### src/rtl/sprite_motion_ctrl_if.sv
// Control and position bus between the sprite motion controller and its
// frame-timing / button source (master) and the address generator side.
interface sprite_motion_ctrl_if;
    localparam int unsigned POS_W = 10;

    logic             frame_tick;
    logic             manual;
    logic             btn_left;
    logic             btn_right;
    logic             btn_up;
    logic             btn_down;
    logic [POS_W-1:0] posx;
    logic [POS_W-1:0] posy;
    logic             dir_x;
    logic             dir_y;
    logic             update_done;
    logic             bounce_x;
    logic             bounce_y;

    modport master (
        output frame_tick, manual, btn_left, btn_right, btn_up, btn_down,
        input  posx, posy, dir_x, dir_y, update_done, bounce_x, bounce_y
    );

    modport slave (
        input  frame_tick, manual, btn_left, btn_right, btn_up, btn_down,
        output posx, posy, dir_x, dir_y, update_done, bounce_x, bounce_y
    );
endinterface

### src/rtl/sprite_motion_ctrl.sv
// Sprite position controller: once per FRAME_DIV frames, moves the sprite
// either by auto-bounce or by buttons, committing both axes atomically.
module sprite_motion_ctrl #(
    parameter int unsigned SCREEN_W    = 640,
    parameter int unsigned SCREEN_H    = 480,
    parameter int unsigned SPRITE_SIZE = 64,
    parameter int unsigned STEP        = 2,
    parameter int unsigned FRAME_DIV   = 1,
    parameter int unsigned INIT_X      = 288,
    parameter int unsigned INIT_Y      = 208
) (
    input  logic                 clk,
    input  logic                 rst_n,
    sprite_motion_ctrl_if.slave  bus
);
    localparam int unsigned PW = 10;
    localparam int unsigned AW = 11;
    localparam int unsigned FW = (FRAME_DIV > 1) ? $clog2(FRAME_DIV) : 1;
    localparam logic [AW-1:0] XMAX = AW'(SCREEN_W - SPRITE_SIZE);
    localparam logic [AW-1:0] YMAX = AW'(SCREEN_H - SPRITE_SIZE);

    typedef enum logic [1:0] {S_IDLE, S_CALC_X, S_CALC_Y, S_COMMIT} state_t;

    state_t          r_state;
    logic [FW-1:0]   r_fdiv;
    logic [PW-1:0]   r_posx, r_posy, r_nx, r_ny;
    logic            r_dir_x, r_dir_y, r_ndx, r_ndy, r_bx, r_man;
    logic            r_update_done, r_bounce_x, r_bounce_y;
    logic [PW+1:0]   w_ax, w_ay;

    // One axis step at 11 bits; returns {bounce, dir, pos}.
    function automatic logic [PW+1:0] step_axis(input logic [AW-1:0] pos,
                                                input logic dir, input logic man,
                                                input logic inc, input logic dec,
                                                input logic [AW-1:0] maxv);
        logic [AW-1:0] up;
        logic [AW-1:0] np;
        logic          nd;
        logic          b;
        up = pos + AW'(STEP);
        np = pos;
        nd = dir;
        b  = 1'b0;
        if (man) begin
            if (inc && !dec)      np = (up > maxv) ? maxv : up;
            else if (dec && !inc) np = (pos < AW'(STEP)) ? '0 : pos - AW'(STEP);
        end else if (dir) begin
            if (up >= maxv) begin np = maxv; nd = 1'b0; b = 1'b1; end
            else                  np = up;
        end else begin
            if (pos <= AW'(STEP)) begin np = '0; nd = 1'b1; b = 1'b1; end
            else                  np = pos - AW'(STEP);
        end
        return {b, nd, PW'(np)};
    endfunction

    assign w_ax = step_axis(AW'(r_posx), r_dir_x, bus.manual, bus.btn_right, bus.btn_left, XMAX);
    assign w_ay = step_axis(AW'(r_posy), r_dir_y, r_man, bus.btn_down, bus.btn_up, YMAX);

    // Shadow registers hold the pending update until COMMIT.
    always_ff @(posedge clk or negedge rst_n) begin
        if (!rst_n) begin
            r_state       <= S_IDLE;
            r_fdiv        <= '0;
            r_posx        <= PW'(INIT_X);
            r_posy        <= PW'(INIT_Y);
            r_dir_x       <= 1'b1;
            r_dir_y       <= 1'b1;
            r_nx          <= '0;
            r_ny          <= '0;
            r_ndx         <= 1'b0;
            r_ndy         <= 1'b0;
            r_bx          <= 1'b0;
            r_man         <= 1'b0;
            r_update_done <= 1'b0;
            r_bounce_x    <= 1'b0;
            r_bounce_y    <= 1'b0;
        end else begin
            r_update_done <= 1'b0;
            r_bounce_x    <= 1'b0;
            r_bounce_y    <= 1'b0;
            case (r_state)
                S_IDLE: begin
                    if (bus.frame_tick) begin
                        if (r_fdiv == FW'(FRAME_DIV - 1)) begin
                            r_fdiv  <= '0;
                            r_state <= S_CALC_X;
                        end else begin
                            r_fdiv  <= r_fdiv + FW'(1);
                        end
                    end
                end
                S_CALC_X: begin
                    r_man                 <= bus.manual;
                    {r_bx, r_ndx, r_nx}   <= w_ax;
                    r_state               <= S_CALC_Y;
                end
                S_CALC_Y: begin
                    {r_ndy, r_ny}         <= w_ay[PW:0];
                    r_update_done         <= 1'b1;
                    r_bounce_x            <= r_bx;
                    r_bounce_y            <= w_ay[PW+1];
                    r_state               <= S_COMMIT;
                end
                S_COMMIT: begin
                    r_posx  <= r_nx;
                    r_posy  <= r_ny;
                    r_dir_x <= r_ndx;
                    r_dir_y <= r_ndy;
                    r_state <= S_IDLE;
                end
                default: r_state <= S_IDLE;
            endcase
        end
    end

    assign bus.posx        = r_posx;
    assign bus.posy        = r_posy;
    assign bus.dir_x       = r_dir_x;
    assign bus.dir_y       = r_dir_y;
    assign bus.update_done = r_update_done;
    assign bus.bounce_x    = r_bounce_x;
    assign bus.bounce_y    = r_bounce_y;
endmodule

### src/flat_wrapper.sv
// flat-port wrapper written by rule: the top's interface ports become plain ports
module sprite_motion_ctrl_flat 
#(
    parameter int unsigned SCREEN_W    = 640,
    parameter int unsigned SCREEN_H    = 480,
    parameter int unsigned SPRITE_SIZE = 64,
    parameter int unsigned STEP        = 2,
    parameter int unsigned FRAME_DIV   = 1,
    parameter int unsigned INIT_X      = 288,
    parameter int unsigned INIT_Y      = 208
)
  (clk, rst_n, bus_frame_tick, bus_manual, bus_btn_left, bus_btn_right, bus_btn_up, bus_btn_down, bus_posx, bus_posy, bus_dir_x, bus_dir_y, bus_update_done, bus_bounce_x, bus_bounce_y);
  sprite_motion_ctrl_if bus_i ();
  input  logic clk;
  input  logic rst_n;
  input wire logic [$bits(bus_i.frame_tick)-1:0] bus_frame_tick;
  input wire logic [$bits(bus_i.manual)-1:0] bus_manual;
  input wire logic [$bits(bus_i.btn_left)-1:0] bus_btn_left;
  input wire logic [$bits(bus_i.btn_right)-1:0] bus_btn_right;
  input wire logic [$bits(bus_i.btn_up)-1:0] bus_btn_up;
  input wire logic [$bits(bus_i.btn_down)-1:0] bus_btn_down;
  output wire logic [$bits(bus_i.posx)-1:0] bus_posx;
  output wire logic [$bits(bus_i.posy)-1:0] bus_posy;
  output wire logic [$bits(bus_i.dir_x)-1:0] bus_dir_x;
  output wire logic [$bits(bus_i.dir_y)-1:0] bus_dir_y;
  output wire logic [$bits(bus_i.update_done)-1:0] bus_update_done;
  output wire logic [$bits(bus_i.bounce_x)-1:0] bus_bounce_x;
  output wire logic [$bits(bus_i.bounce_y)-1:0] bus_bounce_y;
  assign bus_i.frame_tick = bus_frame_tick;
  assign bus_i.manual = bus_manual;
  assign bus_i.btn_left = bus_btn_left;
  assign bus_i.btn_right = bus_btn_right;
  assign bus_i.btn_up = bus_btn_up;
  assign bus_i.btn_down = bus_btn_down;
  assign bus_posx = bus_i.posx;
  assign bus_posy = bus_i.posy;
  assign bus_dir_x = bus_i.dir_x;
  assign bus_dir_y = bus_i.dir_y;
  assign bus_update_done = bus_i.update_done;
  assign bus_bounce_x = bus_i.bounce_x;
  assign bus_bounce_y = bus_i.bounce_y;
  sprite_motion_ctrl #(.SCREEN_W(SCREEN_W), .SCREEN_H(SCREEN_H), .SPRITE_SIZE(SPRITE_SIZE), .STEP(STEP), .FRAME_DIV(FRAME_DIV), .INIT_X(INIT_X), .INIT_Y(INIT_Y)) u_core (.clk(clk), .rst_n(rst_n), .bus(bus_i));
endmodule
### config.mk
export PLATFORM = sky130hd
export DESIGN_NAME = sprite_motion_ctrl_flat
export DESIGN_NICKNAME = d
export VERILOG_FILES = /design/src/rtl/sprite_motion_ctrl_if.sv /design/src/rtl/sprite_motion_ctrl.sv /design/src/flat_wrapper.sv
export SDC_FILE = /design/constraint.sdc
export NUM_CORES = 1
export LEC_CHECK = 0
export CAP_MARGIN = 10
export CORE_MARGIN = 10
export CORE_UTILIZATION = 25
export CTS_CLUSTER_SIZE = 28
export DETAILED_ROUTE_END_ITERATION = 12
export GPL_TIMING_DRIVEN = 0
export PLACE_DENSITY_LB_ADDON = 0.1
export SYNTH_ARGS = -nofsm -noshare
export SYNTH_HDL_FRONTEND = slang
export SYNTH_SLANG_ARGS = --single-unit
### constraint.sdc
create_clock -name clk -period 3.2 [get_ports clk]
set_input_delay 0.32 -clock clk [delete_from_list [all_inputs] [get_ports clk]]
set_output_delay 0.32 -clock clk [all_outputs]
set_load 0.01 [all_outputs]
==> metrics.md, run 1 <==
| Metric | Value |
|---|---|
| Count of flip-flops with a built-in enable after synthesis | 0 |
| LEAKAGE | 1.76 nW |
| H-tree depth | 2 |
| Drt pass-1 iters | 5 |
| Final setup TNS | 0 ps |
| DR iter-0 viols | 354 |
| Commonest non-fill, non-tap cells in the layout | nand2_1 (47), dfrtp_1 (44), o21ai_0 (37) |
| Layout Cells excl Fill | 732 |
| Crit. End Element | flop |
| Antenna diode count | 0 |
| Site Rows | between 40 and 50 |
| Startpoint types | flop |
| Peak supply drop | approximately 400 uV |
| Seq/Total Area, Yosys | 32.3% |
| FF-to-FF path depth | 7 |
| Core ar. | 15,700 um^2 |
| Initial antenna violation count | 0 |
| Max-slew headroom | 45.3% |
| Count of final setup violators | 0 |
| Crit path depth | 7 |
| Syn Inst Count | ~480 |
| Register bit total from synthesis | between 50 and 60 |
| Post-synth ARST share | 100% |
| Area grow syn2layout | 19.3% |
| Synth area leader | dfrtp_1 |
| Worst setup endpoint | u_core.r_nx[3] |
| Setup Skew | 13.5 ps |
| Ys Warns | 0 |
| MaxCap Viol Count | 0 |
| Hold slack | 488 ps |
| Clk_lat worst skew | 320 ps |
| CP Class | reg -> reg |
| DR vias | 3,850 |
| Switching power | 2.35 mW |
| First-pass GRT wire length | 22.4 mm |
| WL/cell | between 15 and 20 um |
| Initial core utilization | 25.3% |
| Width of the die | 146 um |
| Worst hold path type | in -> async |
| Synth top area share | between 20% and 30% |
| Num ports | 33 |
| Delay-heaviest family, CP | compound AO/OA/AOI/OAI gates |
| DRC viols | 0 |
| Post-route minimum period | slightly below 3000 ps |
| Average size of a mapped cell | about 8.4 um^2 |
| Area contributors post-synth | dfrtp_1 (28%), mux2_2 (4.8%), o21ai_0 (4.7%) |
| R2r setup slk | 300 ps |
| Max Transition Viols Final | 0 |
| Max Fclk | approximately 340 MHz |
| Post-Syn Nets | 494 |
| Pwr dens | 1020 nW/um^2 |
| Layout cell share with drive strength beyond 1 | 12.8% |
| I/O Buffers | 31 |
| Largest net degree at the start of global routing | 37 |
| Total Power | about 4.8 mW |
| CTS tree | built |
| Die ar. | around 21,000 um^2 |
| Most common cell after layout, fill and taps aside | nand2_1 |
| Period utilization | 90.7% |
| Final hold violations | 0 |
| DIE HEIGHT | 146 um |
| Crit-path cells | buf_1 -> nand2_1 -> xnor2_1 -> o211ai_1 -> a211oi_2 -> nand2_1 -> a221oi_2 |
| WP buf/inv | 1 |
| Fill count | 1,685 |
| Max Root-Sink Buffers | 2 |
| Sink Count | 51 |
| Gp weighted congestion | 0.877 |
| Unique masters post-synth | 74 |
| Post-placement cell count | 723 |
| RSZ-0062 raised after global routing | false |
| Post-CTS Setup Bufs | 0 |
| Crit path largest cell delay | 590 ps |
| Gate power share | 61.7% |
| P_int | between 2 and 2.5 mW |
| Crit-path most repeated cell | nand2_1 |
| Ys flop type | dfrtp_1 |
| Post-DP HPWL | 10.2 mm |
| CP required | between 3000 and 4000 ps |
| Worst setup path startpoint | u_core.bus.posx[5] |
| Status | finished, final reports clean |
| Clk slew on worst S/H paths | 80 ps |
| CTS Root Cell | clkbuf_16 |
| Nets@finish | 534 |
| Via density | 5.26 |
| Worst-margin pin slew | roughly 820 ps |
| GRT Overall Usage | 13.0% |
| CTS buffer count | 5 |
| Grt ovf | 0 |
| Vias in the first global route | 3,857 |
| Crit-path max FO | 10 |
| Worst path slowest cell | dfstp_2 |
| Reg power frac | 25.7% |
| R2r startpoint | u_core.bus.posx[5] |
| Final ANT Viol Nets | 0 |
| Synthesized cell area | between 3000 and 4000 um^2 |
| WP data arrival | 3120 ps |
| Clock Power Share | 12.6% |
| R2R Path End | u_core.r_nx[3] |
| Layout Utilization | 30.2% |
| Routed WL | between 10 and 15 mm |
| Sw Ratio | 48.7% |
==> layout make-up <==
class | count | area (um^2) | share of cell area (%)
plain buffers | 36 | 158 | 3.32
clock buffers | 6 | 139 | 2.93
clock inverters | 2 | 16.3 | 0.343
inverters | 20 | 75.1 | 1.58
multi-input cells | 368 | 2470 | 52.0
flip-flops and latches | 51 | 1280 | 27.1
well taps | 216 | 270 | 5.69
repair buffers | 33 | 335 | 7.07
==> power groups by stage <==
stage               clock network, mW  logic (mW)  registers [mW]
floorplan                           0        1.95            1.24
global placement                    0        3.00            1.25
detailed placement                  0        2.99            1.25
CTS                             0.639        3.00            1.24
global route                    0.658        3.33            1.29
finish                          0.611        2.98            1.24
==> Yosys cell counts (all sizes together), types with 2 or more instances <==
master and number:
dfstp 7, xor2 12, a22oi 3, buf 14, a21oi 28, o31ai 5, or4 4, o311a 2
a221oi 4, o311ai 6, xnor2 12, nor3 17, and3 2, nand4 6, a311o 2, or2 2
o22ai 2, nor2b 7, a211oi 7, o211ai 3, nor4 7, nor4b 3, a211o 2, clkbuf 22
o221a 2, and4 3, o21ai 40, and2 4, o2111ai 3, ha 11, nand3b 5, or3 3
mux2 17, nand2b 12, inv 20, nor2 36, o221ai 5, nand3 11, dfrtp 44, a21o 3
a31oi 11, mux2i 2, o21a 5, nand2 47
==> worst register-to-register path, stage by stage, from the launching register on <==
cell	delay, ps
dfstp_2	590
buf_1	410
nand2_1	140
xnor2_1	430
o211ai_1	300
a211oi_2	540
nand2_1	140
a221oi_2	260
==> sequential cells by signal, indices dropped and copies added, names as in the netlist, 2 cells and up <==
signal           cells
u_core.bus.posx     10
u_core.bus.posy     10
u_core.r_nx         10
u_core.r_ny         10
u_core.r_state       2
==> how the worst min path moves through the flow <==
| stage | start | to | slack, ps | depth (start not counted) |
|---|---|---|---|---|
| 2_1_floorplan | rst_n | u_core.bus.bounce_x | 20 | 0 |
| 3_3_place_gp | u_core.r_ny[2] | u_core.bus.posy[2] | 480 | 2 |
| 3_5_place_dp | rst_n | u_core.bus.posx[6] | 290 | 1 |
| 4_1_cts | rst_n | u_core.bus.posx[7] | 500 | 2 |
| 5_1_grt | u_core.r_ny[2] | u_core.bus.posy[2] | 520 | 2 |
| 6_report | rst_n | u_core.r_nx[7] | 490 | 2 |
==> stage by stage <==
step           setup slack [ps]  cell area, um^2
6_report                    297             4750
5_1_grt                    78.1             4750
4_1_cts                     176             4740
3_5_place_dp                201             4570
3_3_place_gp              -20.9             4560
2_1_floorplan               857             3980
==> what timing repair did <==
action | 4_1_cts | 5_1_grt
hold buffers | 1 | 0
gates resized for setup | 0 | 2
hold endpoints to repair | 12 | 0
endpoints found under the setup margin | 0 | 2
==> cell families (layout without fill, tap and decap cells) <==
logic type | after synthesis | after routing | synth area share (%)
adders and majority gates | 11 | 11 | 3.46
AOI/OAI and AO/OA | 144 | 144 | 25.4
muxes | 19 | 19 | 5.31
DFF | 51 | 51 | 32.3
xor gates and xnor gates | 24 | 24 | 5.28
and+or+nand+nor | 170 | 170 | 22.4
buffers and inverters | 56 | 97 | 5.85
==> routing by layer <==
metal	track usage [%]	wire [um]	part of all wire, %
met1	18.4	6680	48
met3	2.38	660	4.8
met2	19.4	6200	45
met5	0	0	0
met4	4.25	243	1.8
Note: power is estimated with default switching activity, not from simulation.
==> inputs of run 2 (changes only) <==
CELL_PAD_IN_SITES_DETAIL_PLACEMENT = 1   (was not set)
CELL_PAD_IN_SITES_GLOBAL_PLACEMENT = 1   (was not set)
PLACE_DENSITY = 0.47   (was not set)
PLACE_DENSITY_LB_ADDON = not set   (was 0.1)
clock period = 2.95 ns   (was 3.2 ns; I/O delays follow)
==> metrics.md, run 2 (synthesis gave the netlist of run 1 again) <==
| Metric | Value |
|---|---|
| Status | finished, final reports clean |
| First-pass GRT wire length | 24.2 mm (+8.1%) |
| Worst-margin pin slew | 921 ps (+100 ps) |
| Fill count | 1,868 (+11%) |
| DR iter-0 viols | 248 (-30%) |
| Clk slew on worst S/H paths | 70 ps (about the same) |
| Post-DP HPWL | 11.1 mm (+9.4%) |
| Area grow syn2layout | 20.4% |
| DRC viols | 0 (unchanged) |
| Max Fclk | 365 MHz (+5.8%) |
| Vias in the first global route | 3,999 (+3.7%) |
| Site Rows | 46 (unchanged) |
| Drt pass-1 iters | 4 (-1) |
| I/O Buffers | 31 (unchanged) |
| Layout Utilization | 30.5% (+0.28 points) |
| Antenna diode count | 0 (unchanged) |
| Sink Count | 51 (unchanged) |
| CTS tree | built |
| CP required | 3160 ps (-250 ps) |
| Max Root-Sink Buffers | 2 (unchanged) |
| Count of final setup violators | 0 (unchanged) |
| Gp weighted congestion | 0.860 (-1.9%) |
| Clk_lat worst skew | 310 ps (about the same) |
| CTS buffer count | 5 (unchanged) |
| Post-route minimum period | 2740 ps (-160 ps) |
| Pwr dens | 1110 nW/um^2 (+9.3%) |
| Width of the die | 146 um (unchanged) |
| Setup Skew | 12.3 ps (-1.16 ps) |
| Initial antenna violation count | 0 (unchanged) |
| Grt ovf | 0 (unchanged) |
| Die ar. | 21,400 um^2 (unchanged) |
| DR vias | 3,799 (-1.3%) |
| Via density | 5.18 (-1.6%) |
| Layout cell share with drive strength beyond 1 | 14.1% (+1.3 points) |
| Commonest non-fill, non-tap cells in the layout | nand2_1 (47), dfrtp_1 (43), o21ai_0 (37) |
| Peak supply drop | 397 uV (-2.4%) |
| GRT Overall Usage | 14.1% (+1.0 points) |
| Post-Place Setup Slack | -165 ps (-366 ps) |
| Total Power | 5.33 mW (+10%) |
| WP data arrival | 2950 ps (-170 ps) |
| Initial core utilization | 25.3% (unchanged) |
| Final WS setup | 207 ps (-90.2 ps) |
| Core ar. | 15,700 um^2 (unchanged) |
| H-tree depth | 2 (unchanged) |
| Final ANT Viol Nets | 0 (unchanged) |
| Crit. End Element | flop |
| WL/cell | 20.3 um (+7.5%) |
| Max-slew headroom | 38.6% (-6.7 points) |
| Routed WL | 14.9 mm (+7.8%) |
| CP Class | reg -> reg |
| DIE HEIGHT | 146 um (unchanged) |
| Nets@finish | 536 (+0.37%) |
| Period utilization | 93.0% (+2.3 points) |
| Post-placement cell count | 723 (unchanged) |
| LEAKAGE | 1.78 nW (+0.78%) |
| MaxCap Viol Count | 0 (unchanged) |
| Largest net degree at the start of global routing | 36 (-2.7%) |
| Worst hold path type | in -> async |
| RSZ-0062 raised after global routing | false |
| Final hold violations | 0 (unchanged) |
| Startpoint types | flop |
| Crit-path max FO | 10 (unchanged) |
| Layout Cells excl Fill | 734 (+0.27%) |
| Most common cell after layout, fill and taps aside | nand2_1 |
| Num ports | 33 (unchanged) |
| CTS Root Cell | clkbuf_16 |
| Max Transition Viols Final | 0 (unchanged) |
## run 2: per-stage QoR
step | hold slack (ps) | area (um^2) | setup TNS (ps)
3_3_place_gp | 467 | 4560 | -12980
5_1_grt | 513 | 4790 | 0
3_5_place_dp | 285 | 4570 | -165
6_report | 474 | 4790 | 0
4_1_cts | 483 | 4750 | 0
2_1_floorplan | -0.591 | 3980 | 0
## run 2: cell type report
cell class | count | area (um^2) | share of cell area [%]
Multi-Input combinational cell | 368 | 2490 | 52.1
Inverter | 20 | 75.1 | 1.57
Clock inverter | 2 | 16.3 | 0.340
Buffer | 36 | 158 | 3.29
Tap cell | 216 | 270 | 5.64
Timing Repair Buffer | 35 | 350 | 7.31
Sequential cell | 51 | 1290 | 26.9
Clock buffer | 6 | 139 | 2.90
## run 2: repair_timing
| item | CTS | global route |
|---|---|---|
| endpoints found under the hold margin | 12 | 0 |
| buffers inserted | 0 | 2 |
| pin swaps | 0 | 2 |
| setup endpoints to repair | 1 | 12 |
| hold buffers | 1 | 0 |
| gates resized for setup | 2 | 6 |
## run 2: layer usage
layer  global-route usage [%]  wire [um]  vias to the layer above
met2                     21.1       6550                       61
met5                        0          0                        -
met3                     2.47        608                        8
li1                         -          -                     1822
met1                     20.6       7580                     1908
met4                     2.50        123                        0
## run 2: power by group
part / switching (mW) / total, mW / internal [mW] / leakage, nW
logic: 2.03 / 3.33 / 1.30 / 1.09
registers: 0.290 / 1.35 / 1.06 / 0.611
clock network: 0.303 / 0.644 / 0.341 / 0.0731
total: 2.62 / 5.33 / 2.71 / 1.78
## run 2: critical path: stages (launching register included)
cell	delay [ps]
dfrtp_1	410
buf_2	250
inv_1	130
ha_1	370
nor4_1	290
and3_1	240
o211ai_1	180
a211oi_4	420
nand2_1	120
a221oi_2	240
## run 2: worst paths after layout
kind | from | to | slack (ps) | cells after the start
setup / recovery | u_core.bus.posx[1] | u_core.r_nx[3] | 210 | 9
hold / removal | rst_n | u_core.r_nx[9] | 470 | 2
setup reg to reg | u_core.bus.posx[1] | u_core.r_nx[3] | 210 | 9
hold reg to reg | u_core.r_ny[2] | u_core.bus.posy[2] | 470 | 2
max in group asynchronous | rst_n | u_core.bus.dir_y | 1870 | 3
min in group clk | u_core.r_ny[2] | u_core.bus.posy[2] | 470 | 2
